`src/rtl/spi_sclk_ctrl.sv`:
```
// SPI mode-3 frame/timing controller: drives CSn and SCLK for a burst of Num bytes
// and emits edge/byte strobes for the downstream Tx/Rx shifters.
module spi_sclk_ctrl #(
    parameter int DIV_HALF = 4,
    parameter int CS_SETUP = 2,
    parameter int CS_HOLD  = 2,
    parameter int BYTE_GAP = 1
) (
    input  logic       CLK,
    input  logic       RSTn,
    input  logic       Start,
    input  logic [7:0] Num,
    output logic       CSn,
    output logic       SCLK,
    output logic       H2L_Sig,
    output logic       L2H_Sig,
    output logic       Byte_En,
    output logic       Byte_Done,
    output logic       Busy,
    output logic       Done_Sig
);

    localparam int MAX_AB  = (DIV_HALF > CS_SETUP) ? DIV_HALF : CS_SETUP;
    localparam int MAX_CD  = (CS_HOLD > BYTE_GAP) ? CS_HOLD : BYTE_GAP;
    localparam int MAX_ALL = (MAX_AB > MAX_CD) ? MAX_AB : MAX_CD;
    localparam int CNT_W   = $clog2(MAX_ALL + 1);

    localparam logic [CNT_W-1:0] DIV_LAST   = CNT_W'(DIV_HALF - 1);
    localparam logic [CNT_W-1:0] SETUP_LAST = CNT_W'(CS_SETUP - 1);
    localparam logic [CNT_W-1:0] HOLD_LAST  = CNT_W'(CS_HOLD - 1);
    localparam logic [CNT_W-1:0] GAP_LAST   = CNT_W'(BYTE_GAP - 1);

    localparam logic [2:0] ST_IDLE   = 3'd0;
    localparam logic [2:0] ST_SETUP  = 3'd1;
    localparam logic [2:0] ST_BSTART = 3'd2;
    localparam logic [2:0] ST_BIT_LO = 3'd3;
    localparam logic [2:0] ST_BIT_HI = 3'd4;
    localparam logic [2:0] ST_GAP    = 3'd5;
    localparam logic [2:0] ST_HOLD   = 3'd6;
    localparam logic [2:0] ST_DONE   = 3'd7;

    logic [2:0]       state_reg, state_next;
    logic [CNT_W-1:0] cnt_reg, cnt_next;
    logic [2:0]       bit_reg, bit_next;
    logic [7:0]       rem_reg, rem_next;

    logic csn_reg, sclk_reg, h2l_reg, l2h_reg, byte_en_reg, byte_done_reg, busy_reg, done_reg;
    logic csn_next, sclk_next, h2l_next, l2h_next, byte_en_next, byte_done_next, busy_next, done_next;

    always_comb begin
        state_next     = state_reg;
        cnt_next       = cnt_reg + 1'b1;
        bit_next       = bit_reg;
        rem_next       = rem_reg;
        byte_done_next = 1'b0;
        case (state_reg)
            ST_IDLE: begin
                cnt_next = '0;
                if (Start && (Num != 8'd0)) begin
                    state_next = ST_SETUP;
                    rem_next   = Num;
                end
            end
            ST_SETUP: begin
                if (cnt_reg == SETUP_LAST) begin
                    state_next = ST_BSTART;
                    cnt_next   = '0;
                end
            end
            ST_BSTART: begin
                state_next = ST_BIT_LO;
                cnt_next   = '0;
                bit_next   = 3'd0;
            end
            ST_BIT_LO: begin
                if (cnt_reg == DIV_LAST) begin
                    state_next = ST_BIT_HI;
                    cnt_next   = '0;
                end
            end
            ST_BIT_HI: begin
                if (cnt_reg == DIV_LAST) begin
                    cnt_next = '0;
                    if (bit_reg == 3'd7) begin
                        // Counting down to zero means Num=255 never wraps the counter.
                        byte_done_next = 1'b1;
                        rem_next       = rem_reg - 8'd1;
                        state_next     = (rem_reg == 8'd1) ? ST_HOLD : ST_GAP;
                    end else begin
                        bit_next   = bit_reg + 3'd1;
                        state_next = ST_BIT_LO;
                    end
                end
            end
            ST_GAP: begin
                if (cnt_reg == GAP_LAST) begin
                    state_next = ST_BSTART;
                    cnt_next   = '0;
                end
            end
            ST_HOLD: begin
                if (cnt_reg == HOLD_LAST) begin
                    state_next = ST_DONE;
                    cnt_next   = '0;
                end
            end
            ST_DONE: begin
                // Start is not sampled here, guaranteeing one Busy=0 cycle between frames.
                state_next = ST_IDLE;
                cnt_next   = '0;
            end
            default: begin
                state_next = ST_IDLE;
                cnt_next   = '0;
            end
        endcase
    end

    // Outputs are decoded from the next state so every pin changes in the same cycle as its strobe.
    always_comb begin
        csn_next     = (state_next == ST_IDLE) || (state_next == ST_DONE);
        sclk_next    = (state_next != ST_BIT_LO);
        h2l_next     = (state_next == ST_BIT_LO) && (state_reg != ST_BIT_LO);
        l2h_next     = (state_next == ST_BIT_HI) && (state_reg != ST_BIT_HI);
        byte_en_next = (state_next == ST_BSTART);
        busy_next    = (state_next != ST_IDLE);
        done_next    = (state_next == ST_DONE);
    end

    always_ff @(posedge CLK or negedge RSTn) begin
        if (!RSTn) begin
            state_reg     <= ST_IDLE;
            cnt_reg       <= '0;
            bit_reg       <= 3'd0;
            rem_reg       <= 8'd0;
            csn_reg       <= 1'b1;
            sclk_reg      <= 1'b1;
            h2l_reg       <= 1'b0;
            l2h_reg       <= 1'b0;
            byte_en_reg   <= 1'b0;
            byte_done_reg <= 1'b0;
            busy_reg      <= 1'b0;
            done_reg      <= 1'b0;
        end else begin
            state_reg     <= state_next;
            cnt_reg       <= cnt_next;
            bit_reg       <= bit_next;
            rem_reg       <= rem_next;
            csn_reg       <= csn_next;
            sclk_reg      <= sclk_next;
            h2l_reg       <= h2l_next;
            l2h_reg       <= l2h_next;
            byte_en_reg   <= byte_en_next;
            byte_done_reg <= byte_done_next;
            busy_reg      <= busy_next;
            done_reg      <= done_next;
        end
    end

    assign CSn       = csn_reg;
    assign SCLK      = sclk_reg;
    assign H2L_Sig   = h2l_reg;
    assign L2H_Sig   = l2h_reg;
    assign Byte_En   = byte_en_reg;
    assign Byte_Done = byte_done_reg;
    assign Busy      = busy_reg;
    assign Done_Sig  = done_reg;

endmodule
```
`config.mk`:
```
export PLATFORM = sky130hd
export DESIGN_NAME = spi_sclk_ctrl
export DESIGN_NICKNAME = d
export VERILOG_FILES = /design/src/rtl/spi_sclk_ctrl.sv
export SDC_FILE = /design/constraint.sdc
export NUM_CORES = 1
export LEC_CHECK = 0
export BUFFER_PORTS_ARGS = -buffer_cell sky130_fd_sc_hd__clkbuf_2
export CAP_MARGIN = 0
export CORE_MARGIN = 2
export CORE_UTILIZATION = 60
export CTS_BUF_LIST = sky130_fd_sc_hd__clkbuf_4 sky130_fd_sc_hd__clkbuf_8
export CTS_CLUSTER_SIZE = 24
export DETAILED_ROUTE_END_ITERATION = 6
export PLACE_DENSITY = 0.9
export RECOVER_POWER = 50
export SKIP_CTS_REPAIR_TIMING = 1
export SYNTH_ARGS = -nofsm -noshare
export SYNTH_HDL_FRONTEND = slang
export SYNTH_SLANG_ARGS = --single-unit
```
`constraint.sdc`:
```
create_clock -name CLK -period 4.5 [get_ports CLK]
set_clock_uncertainty 0.05 [all_clocks]
set_input_delay 0.9 -clock CLK [delete_from_list [all_inputs] [get_ports CLK]]
set_output_delay 0.9 -clock CLK [all_outputs]
set_load 0.03 [all_outputs]
```
Word-level counts from Yosys, hierarchy flattened --
Cells that the tools add are included.
Word-level totals: register bits after elaboration 25, input bits 11, logic and storage cells 76
Operators by class: $add $sub $neg 3, eq/ne operators 22, muxes and demuxes 23, reduce and logical (&&, ||, !) cells 16
Operators by type and width (count):
- 3-bit two-way mux | 12
- 8-bit two-way mux | 3
- 3-bit one-hot mux with 8 select lines | 1
- 3-bit == test, second input constant | 7
- 8-bit one-hot mux with 2 select lines | 1
- 3-bit by 2-bit == test with 1-bit output, second input constant | 5
- 3-bit one-hot mux with 4 select lines | 1
- 3-bit logical NOT | 3
- 8-bit by 1-bit == test with 1-bit output, second input constant | 1
- 2-bit != test, second input constant | 4
- 8-bit nonzero test | 1
- 8-bit by 1-bit subtractor with 8-bit output, second input constant | 1
- 3-bit by 1-bit adder with 3-bit output, second input constant | 2
- 3-bit by 1-bit == test with 1-bit output, second input constant | 2
- 3-bit by 2-bit != test with 1-bit output, second input constant | 2
- 3-bit one-hot mux with 2 select lines | 1
- 4-bit AND reduction | 1
- 2-bit nonzero test | 2
- 2-bit OR reduction | 2
- 1-bit logical AND | 3
- 1-bit two-way mux | 3
- 3-bit != test, second input constant | 1
- 3-bit AND reduction | 1
- 3-bit nonzero test | 1
- other kinds (3) | 3

Longest topological paths before layout --
Gate-level depths: netlist of run 1.
depth in word-level cells 7, mapped depth 8

Worst setup path before layout of run 1 --
Ideal clock, no wire load.
path type input port to flip-flop, from input Num[6], to register rem_reg[6], arrival 1.807 ns, required time 4.329 ns, slack 2.522 ns, stages on the path 5, buffers on the path 0, cell sequence nor4_1 a21boi_1 a21oi_2 o21ba_1 o22a_1
On the way: word-level cells in the longest chain between the ends 4, elaborated cells on any way between the ends 6
RTL lines:
- from (decl) | line 12 | input logic [7:0] Num,
- 8-bit nonzero test | line 59 | if (Start && (Num != 8'd0)) begin
- 1-bit logical AND | line 59
- 2-bit != test (no source line)
- 4-bit AND reduction (no source line)
- to (signal assigned) | line 148 | rem_reg <= rem_next;
- to (decl) | line 45 | logic [7:0] rem_reg, rem_next;
Several ways; a longest one is shown, not always the timed one. The select of a mux whose other input is x is not followed. A chain may end at the register's enable or synchronous reset.

Final worst setup path of run 1 --
from register state_reg[2], to register rem_reg[0]
On the way: word-level cells in the longest chain between the ends 3, elaborated cells on any way between the ends 8
RTL lines:
- from (decl) | line 42 | logic [2:0] state_reg, state_next;
- from (signal assigned) | line 145 | state_reg <= state_next;
- 3-bit == test / 3-bit logical NOT (equally long branches) | line 56 | case (state_reg)
- 2-bit != test (no source line) / 2-bit nonzero test (equally long branches)
- 4-bit AND reduction (no source line)
Several ways; a longest one is shown, not always the timed one.

==> results.json, run 1 <==
{
  "status": "completed",
  "top_layer": "met4",
  "dp_hpwl_um": 2420,
  "layout_min_cycle_time_ns": 2.59,
  "maxSlewHeadroom": 0.140,
  "yosys.area_share.simple": 0.206,
  "worstPathCellList": "nor3b_1, and3_4, a21oi_2, or3_1, o21ai_1",
  "grt_pass1_wl_um": 5440,
  "cts_buffers": 3,
  "slowest_delay_ns": 0.85,
  "area_delta_synth_final_pct": 6.28,
  "drv_cap": 0,
  "cts_buffer_depth": 2,
  "setup_viol": 0,
  "viasPerCell": 6.20,
  "syn_area_sq_mm": 0.00152,
  "synth-xor-area-share": 0,
  "ant_nets": 0,
  "reg2reg_slack_ns": 1.91,
  "grt_remaining_overflow": 0,
  "synth_area_leaders": "dfrtp_1, ha_1, nor2_1",
  "crit_arrival_ns": 2.80,
  "vias": 1289,
  "drc": 0,
  "initial_utilization": 0.623,
  "first_pass_iters": 4,
  "max_clock_freq_ghz": 0.386,
  "startpoint_type": "register",
  "end_kind": "register",
  "seq_area_frac_synth": 0.415,
  "drt-met1-wl_um": 1400,
  "port_buffers": 18,
  "worstPathRequired_ns": 4.71,
  "die_area_sq_mm": 0.00294,
  "synth_cells": 164,
  "pin_count": 19,
  "synth_warnings": 0,
  "crit_slowest_cell": "nor3b_1",
  "fin_nets": 200,
  "crit_buf_inv": 0,
  "cts_tree": "done",
  "clk_pin_slew_ns": 0.14,
  "route.met3.wl_um": 170,
  "drv_slew": 0,
  "synthAdderAreaFrac": 0.0826,
  "yosysTopAreaCellShare": 0.380,
  "hold_viol_final": 0,
  "synth_edf_count": 0,
  "layout_common_cells": "dfrtp_1, nor2_1, clkbuf_2",
  "async_reset_ff_frac": 1.00,
  "grt_max_degree": 26,
  "wl_per_cell_um": 15.7,
  "worst_pin_slew_ns": 1.29,
  "layout_commonest_cell": "dfrtp_1",
  "grt_usage": 0.254,
  "ys.flop_type": "dfrtp_1",
  "yosys.area.top_type": "dfrtp_1",
  "fp.dieH_um": 54.3,
  "synthMuxAreaShare": 0.0281,
  "avgSynthCellArea_sq_um": 9.24,
  "synthesis.nets": 185,
  "gp_congestion": 0.868,
  "path_max_fanout": 16,
  "core_sq_mm": 0.00243,
  "antenna_found_initial": 0,
  "netlist-cell-type-count": 45,
  "power_leakage_nw": 0.731,
  "period_share": 0.575,
  "finalSetupTns_ns": 0,
  "finalWirelength_um": 3260,
  "path_class": "register to register",
  "synth_top_family_by_area": "simple AND/OR/NAND/NOR gates",
  "drt_iter0_drc": 50,
  "hold_depth": 1,
  "crit_family": "simple AND/OR/NAND/NOR gates",
  "layout-drive-gt1-share": 0.146,
  "clock_latency_ns": 0.33,
  "die-width_um": 54.3,
  "root_buffer": "clkbuf_4",
  "largest_reg_flops": 8,
  "vdd_ir_drop_max_mv": 0.399,
  "clock-sinks": 25,
  "power_density_mw_per_mm2": 615,
  "diodes": 0,
  "met2_length_um": 1640,
  "grt_setup_unrepaired": "false",
  "r2r_cells": 5,
  "path_depth": 5,
  "post-route-util": 0.662,
  "synth_compound_area_frac": 0.203,
  "htreeDepth": 1,
  "synth-seq-cells": 25,
  "grt_pass1_vias": 1251,
  "row_count": 18,
  "holdCritPathClass": "register to register"
}
[cells in the mapped netlist, drive strengths merged (5+ instances only)]
library cell,instances
dfrtp,23
nor2,17
o21ai,16
inv,12
ha,10
nor3,9
a21oi,8
buf,7
nand2,7
a22oi,5
[metal layers]
layer	vias to the layer above	track usage
li1	618	-
met1	623	0.323
met2	41	0.436
met3	7	0.0273
met4	0	0.104
met5	-	0
[kinds of logic after synthesis]
family,count (synthesis)
compound gates,47
fa+ha+maj,10
buf+inv,21
flops,25
mux,4
simple gates,57
[where the power goes]
| group | switching, W | internal (W) | total [W] |
|---|---|---|---|
| combinational | 0.000269 | 0.000180 | 0.000449 |
| clock | 0.0000680 | 0.0000408 | 0.000109 |
| sequential | 0.000124 | 0.000309 | 0.000433 |
| total | 0.000461 | 0.000529 | 0.000991 |
[metrics by stage]
stage / instances / hold slack, ns / setup slack (ns) / cell area [sq um] / power, W
finish: 208 / 0.446 / 1.91 / 1610 / 0.000991
global placement: 204 / 0.421 / 2.04 / 1590 / 0.000847
floorplan: 164 / 0.405 / 2.52 / 1520 / 0.000783
CTS: 208 / 0.451 / 2.30 / 1620 / 0.000992
detailed placement: 204 / 0.432 / 1.95 / 1590 / 0.000885
global route: 208 / 0.475 / 1.76 / 1610 / 0.00107
[cell type report]
class	instances	area, sq um
Sequential cell	25	628
Multi-Input combinational cell	118	777
Clock buffer	4	30.0
Inverter	13	48.8
Timing Repair Buffer	18	88.8
Fill cell	191	822
Tap cell	30	37.5
[path summary, 6_finish.rpt]
kind                         startpoint           end
max in group asynchronous          RSTn    bit_reg[2]
max reg2reg                state_reg[2]    rem_reg[0]
min in group asynchronous          RSTn  state_reg[2]
max                        state_reg[2]    rem_reg[0]
min reg2reg                  cnt_reg[0]    cnt_reg[0]
min                          cnt_reg[0]    cnt_reg[0]
Note: power is estimated with default switching activity, not from simulation.
==> run 2, diff against run 1 <==
--- a/config.mk
+++ b/config.mk
@@ -5,6 +5,7 @@
 export SDC_FILE = /design/constraint.sdc
 export NUM_CORES = 1
 export LEC_CHECK = 0
+export ABC_AREA = 1
 export BUFFER_PORTS_ARGS = -buffer_cell sky130_fd_sc_hd__clkbuf_2
 export CAP_MARGIN = 0
 export CORE_MARGIN = 2
==> constraint.sdc (replaced) <==
create_clock -name CLK -period 2.45 [get_ports CLK]
set_clock_uncertainty 0.05 [all_clocks]
set_input_delay 0.49 -clock CLK [delete_from_list [all_inputs] [get_ports CLK]]
set_output_delay 0.49 -clock CLK [all_outputs]
set_load 0.03 [all_outputs]
==> results.json, run 2 <==
{
  "status": "completed",
  "async_reset_ff_frac": 1.00,
  "final_cell_count_no_fill": 259,
  "crit_arrival_ns": 2.05,
  "syn_area_sq_mm": 0.00154,
  "power_leakage_nw": 0.915,
  "area_delta_synth_final_pct": 8.38,
  "clk_pin_slew_ns": 0.13,
  "yosysTopAreaCellShare": 0.374,
  "path_max_fanout": 4,
  "grt_setup_unrepaired": "false",
  "synth_cells": 210,
  "synth_warnings": 0,
  "dp_hpwl_um": 2300,
  "cts_buffer_depth": 2,
  "ant_nets": 0,
  "drv_slew": 0,
  "path_class": "register to register",
  "clock-sinks": 25,
  "final.fill_count": 230,
  "end_kind": "register",
  "p_int_w": 0.000915,
  "power_density_mw_per_mm2": 1040,
  "vdd_ir_drop_max_mv": 0.629,
  "finalSetupTns_ns": 0,
  "hold_viol_final": 0,
  "first_pass_iters": 4,
  "grt_usage": 0.236,
  "fp.dieH_um": 54.6,
  "holdCritPathClass": "input port to asynchronous set/reset pin",
  "layout_min_cycle_time_ns": 1.83,
  "drv_cap": 0,
  "layout_commonest_cell": "nand2_1",
  "vias": 1323,
  "grt_remaining_overflow": 0,
  "crit_slowest_cell": "dfrtp_1",
  "grt_pass1_vias": 1248,
  "setup_viol": 0,
  "period_share": 0.746,
  "drc": 0,
  "avgSynthCellArea_sq_um": 7.32,
  "synth-seq-cells": 25,
  "pin_count": 19,
  "yosys.area.top_type": "dfrtp_1",
  "antenna_found_initial": 0,
  "viasPerCell": 5.11,
  "maxSlewHeadroom": 0.147,
  "synth_edf_count": 0,
  "cts_tree": "done",
  "synthesis.nets": 231,
  "grt_pass1_wl_um": 5110,
  "place_inst": 255,
  "yosysMostFrequentCell": "nand2_1",
  "synth_area_leaders": "dfrtp_1, nand2_1, ha_1",
  "layout-drive-gt1-share": 0.122,
  "worstPathCellList": "ha_1, ha_1, inv_1, nor2_1, o21ai_0, nor2_1, nand2_1, nand3_1, nand2_1",
  "ys.flop_type": "dfrtp_1",
  "clock_latency_ns": 0.32,
  "p_clk_frac": 0.114,
  "wl_per_cell_um": 11.2,
  "fin_ws_ns": 0.621,
  "drt_iter0_drc": 37,
  "worst_pin_slew_ns": 1.28,
  "diodes": 0,
  "cts_buffers": 3,
  "row_count": 18,
  "worstPathRequired_ns": 2.67,
  "htreeDepth": 1,
  "die_area_sq_mm": 0.00298,
  "max_clock_freq_ghz": 0.547,
  "netlist-cell-type-count": 19,
  "grt_max_degree": 26,
  "initial_utilization": 0.626,
  "power_switching_w": 0.000815,
  "core_sq_mm": 0.00245,
  "place_ws_ns": 0.621,
  "fin_nets": 251,
  "seq_area_frac_synth": 0.408,
  "die-width_um": 54.6,
  "startpoint_type": "register",
  "yosys-top-cells-count": "nand2_1, nor2_1, inv_1, nand3_1, dfrtp_1",
  "root_buffer": "clkbuf_4",
  "finalWirelength_um": 2910,
  "power_frac_comb": 0.505,
  "gp_congestion": 0.999,
  "switching_share": 0.471,
  "power_frac_seq": 0.380,
  "port_buffers": 18,
  "largest_reg_flops": 8,
  "slowest_delay_ns": 0.44,
  "layout_common_cells": "nand2_1, nor2_1, inv_1"
}
## run 2: cells by family after synthesis
group / synth area share
AND/OR/NAND/NOR: 0.325
buffers and inverters: 0.0944
flip-flops: 0.408
AO/OA/AOI/OAI: 0.0741
adder cells (fa/ha/maj): 0.0814
XOR/XNOR: 0.0171
## run 2: layer usage
layer | wire, um | vias up | GRT usage | part of all wire
met2 | 1400 | 48 | 0.389 | 0.48
met4 | 37 | 0 | 0.0708 | 0.013
met5 | 0 | - | 0 | 0
met3 | 174 | 6 | 0.0492 | 0.060
met1 | 1290 | 580 | 0.308 | 0.45
li1 | - | 689 | - | -
## run 2: worst max-delay path, delay by kind of cell, from the launching register on
kind,cells,cell delay [ns]
buf+inv,1,0.15
compound gates,1,0.29
simple gates,5,0.44
flops,1,0.44
fa+ha+maj,2,0.41
## run 2: path summary, 6_finish.rpt
path                       cells past startpoint  startpoint  slack [ns]         end
max reg2reg                                    9  cnt_reg[0]        0.62         CSn
min in group CLK                               5      Num[5]        0.45  rem_reg[5]
max                                            9  cnt_reg[0]        0.62         CSn
min reg2reg                                    1  cnt_reg[0]        0.45  cnt_reg[0]
min                                            1        RSTn        0.36     H2L_Sig
max in group asynchronous                      1        RSTn        1.24  rem_reg[3]
## run 2: through the flow
stage	utilization	area (sq um)	hold WS [ns]	power, W
after floorplan	-	1540	0.144	0.00134
after global placement	0.670	1640	0.422	0.00152
after detailed placement	0.670	1640	0.442	0.00154
after CTS	0.682	1670	0.121	0.00173
after global routing	0.679	1670	0.446	0.00192
final	0.679	1670	0.359	0.00173
## run 2: power by group through the flow
stage               registers, W  clock network [W]  logic [W]
floorplan               0.000714                  0   0.000631
global placement        0.000661                  0   0.000855
detailed placement      0.000663                  0   0.000876
CTS                     0.000655           0.000200   0.000879
global route            0.000679           0.000218    0.00103
finish                  0.000658           0.000197   0.000874
## run 2: cell type report
class,count,area (sq um),share of cell area
inverter,33,124,0.0743
tap,30,37.5,0.0225
clock buffer,4,30.0,0.0180
timing repair buffer,18,85.1,0.0511
multi-input combinational,149,762,0.457
sequential,25,628,0.377
==> run 3, diff against run 2 <==
--- a/config.mk
+++ b/config.mk
@@ -9,11 +9,11 @@
 export BUFFER_PORTS_ARGS = -buffer_cell sky130_fd_sc_hd__clkbuf_2
 export CAP_MARGIN = 0
 export CORE_MARGIN = 2
-export CORE_UTILIZATION = 60
+export CORE_UTILIZATION = 54
 export CTS_BUF_LIST = sky130_fd_sc_hd__clkbuf_4 sky130_fd_sc_hd__clkbuf_8
 export CTS_CLUSTER_SIZE = 24
 export DETAILED_ROUTE_END_ITERATION = 6
-export PLACE_DENSITY = 0.9
+export PLACE_DENSITY = 0.86
 export RECOVER_POWER = 50
 export SKIP_CTS_REPAIR_TIMING = 1
 export SYNTH_ARGS = -nofsm -noshare
==> constraint.sdc (replaced) <==
create_clock -name CLK -period 1.6 [get_ports CLK]
set_clock_uncertainty 0.05 [all_clocks]
set_input_delay 0.32 -clock CLK [delete_from_list [all_inputs] [get_ports CLK]]
set_output_delay 0.32 -clock CLK [all_outputs]
set_load 0.03 [all_outputs]
==> results.json, run 3 (same netlist as run 2, synthesis figures left out) <==
{
  "power_frac_seq": 0.350,
  "end_kind": "register",
  "root_buffer": "clkbuf_4",
  "post-route-util": 0.682,
  "drv_slew": 0,
  "final_area_sq_mm": 0.00186,
  "gp_congestion": 0.849,
  "initial_utilization": 0.562,
  "area_delta_synth_final_pct": 21.2,
  "violations": "negative setup slack",
  "switching_share": 0.484,
  "cts_tree": "done",
  "hold_viol_final": 0,
  "p_int_w": 0.00150,
  "crit_arrival_ns": 1.86,
  "ant_nets": 0,
  "p_clk_frac": 0.103,
  "grt_max_degree": 26,
  "worst_pin_slew_ns": 0.610,
  "layout_common_cells": "nand2_1, inv_1, nor2_1",
  "max_clock_freq_ghz": 0.611,
  "grt_pass1_wl_um": 5270,
  "power_leakage_nw": 0.976,
  "period_share": 1.02,
  "die_area_sq_mm": 0.00329,
  "largest_reg_flops": 8,
  "status": "finished with violations",
  "clock_latency_ns": 0.33,
  "grt_pass1_vias": 1223,
  "wl_per_cell_um": 11.9,
  "layout_commonest_cell": "nand2_1",
  "power_frac_comb": 0.547,
  "vdd_ir_drop_max_mv": 1.20,
  "place_ws_ns": -0.0467,
  "use_met2": 0.339,
  "viasPerCell": 5.11,
  "power_density_mw_per_mm2": 1560,
  "crit_slowest_cell": "dfrtp_1",
  "fin_ws_ns": -0.0377,
  "grt_util_met1": 0.272,
  "worstPathCellList": "buf_6, inv_2, ha_2, nand2_4, nand3_4, o21ai_4, nor3_4, nand3_2, nor2_1",
  "antenna_found_initial": 0,
  "dp_hpwl_um": 2290,
  "grt_remaining_overflow": 0,
  "fp.dieH_um": 57.4,
  "first_pass_iters": 4,
  "finalWirelength_um": 3210,
  "die-width_um": 57.4,
  "pin_count": 19,
  "grt-busiest-layer": "met2",
  "worstPathRequired_ns": 1.83,
  "place_area_sq_mm": 0.00170,
  "cts_buffers": 3,
  "layout_min_cycle_time_ns": 1.64,
  "final.fill_count": 226,
  "clk_pin_slew_ns": 0.14,
  "vias": 1380,
  "cts_buffer_depth": 2,
  "layout-drive-gt1-share": 0.276,
  "drt_iter0_drc": 29,
  "met3_usage": 0.0340,
  "multiInputGateArea_sq_um": 871,
  "grt_setup_unrepaired": "true",
  "clock-sinks": 25,
  "slowest_delay_ns": 0.42,
  "setup_viol": 1,
  "power_switching_w": 0.00140,
  "path_class": "register to register",
  "path_max_fanout": 3,
  "core_sq_mm": 0.00273,
  "drc": 0,
  "maxSlewHeadroom": 0.593,
  "htreeDepth": 1,
  "diodes": 0,
  "row_count": 19,
  "fin_nets": 261,
  "grt_usage": 0.203,
  "regArea_sq_um": 629,
  "holdCritPathClass": "input port to register",
  "startpoint_type": "register",
  "port_buffers": 18,
  "drv_cap": 0
}
## run 3: cell types whose count changed in the layout (fill, tap and decap cells not counted), sizes merged
cell / change
buf: +9
clkbuf: -1
clkinv: +1
dlygate4sd3: +1
## run 3: area by class of cell
cell class,count,share of cell area
Sequential cell,25,0.338
Tap cell,31,0.0208
Inverter,33,0.0678
Timing Repair Buffer,28,0.0919
Multi-Input combinational cell,149,0.467
Clock buffer,3,0.0121
Clock inverter,1,0.00268
## run 3: layer usage
layer	vias up	part of all wire
li1	715	-
met4	0	0.026
met3	8	0.040
met5	-	0
met1	615	0.44
met2	42	0.49
## run 3: worst paths after layout
| kind | slack (ns) | endpoint | depth (start not counted) | startpoint |
|---|---|---|---|---|
| max in group asynchronous | 0.62 | state_reg[2] | 2 | RSTn |
| worst max register to register | -0.04 | H2L_Sig | 9 | cnt_reg[0] |
| worst min register to register | 0.46 | bit_reg[1] | 2 | bit_reg[1] |
| worst min-delay path | 0.24 | rem_reg[5] | 5 | Num[5] |
| min in group asynchronous | 0.46 | Byte_En | 2 | RSTn |
| worst max-delay path | -0.04 | H2L_Sig | 9 | cnt_reg[0] |
## run 3: power groups by stage
stage | Combinational (W) | Clock [W] | Sequential (W)
2_1_floorplan | 0.000967 | 0 | 0.00109
3_3_place_gp | 0.00133 | 0 | 0.00101
3_5_place_dp | 0.00137 | 0 | 0.00102
4_1_cts | 0.00137 | 0.000306 | 0.00100
5_1_grt | 0.00179 | 0.000337 | 0.00104
6_report | 0.00159 | 0.000299 | 0.00102
## run 3: worst max-delay path, delay by kind of cell (launching register included)
kind            cells  cell delay (ns)
buf+inv             2             0.17
flops               1             0.42
simple gates        5             0.67
compound gates      1             0.08
fa+ha+maj           1             0.18
## run 3: per-stage QoR
stage	TNS (ns)	hold slack, ns	std cells	power, W
final	-0.0377	0.243	270	0.00290
after global routing	-0.432	0.283	270	0.00317
after CTS	-0.329	-0.0604	267	0.00268
after detailed placement	-0.144	0.312	263	0.00238
after global placement	0	0.303	263	0.00234
after floorplan	0	-0.0256	210	0.00206
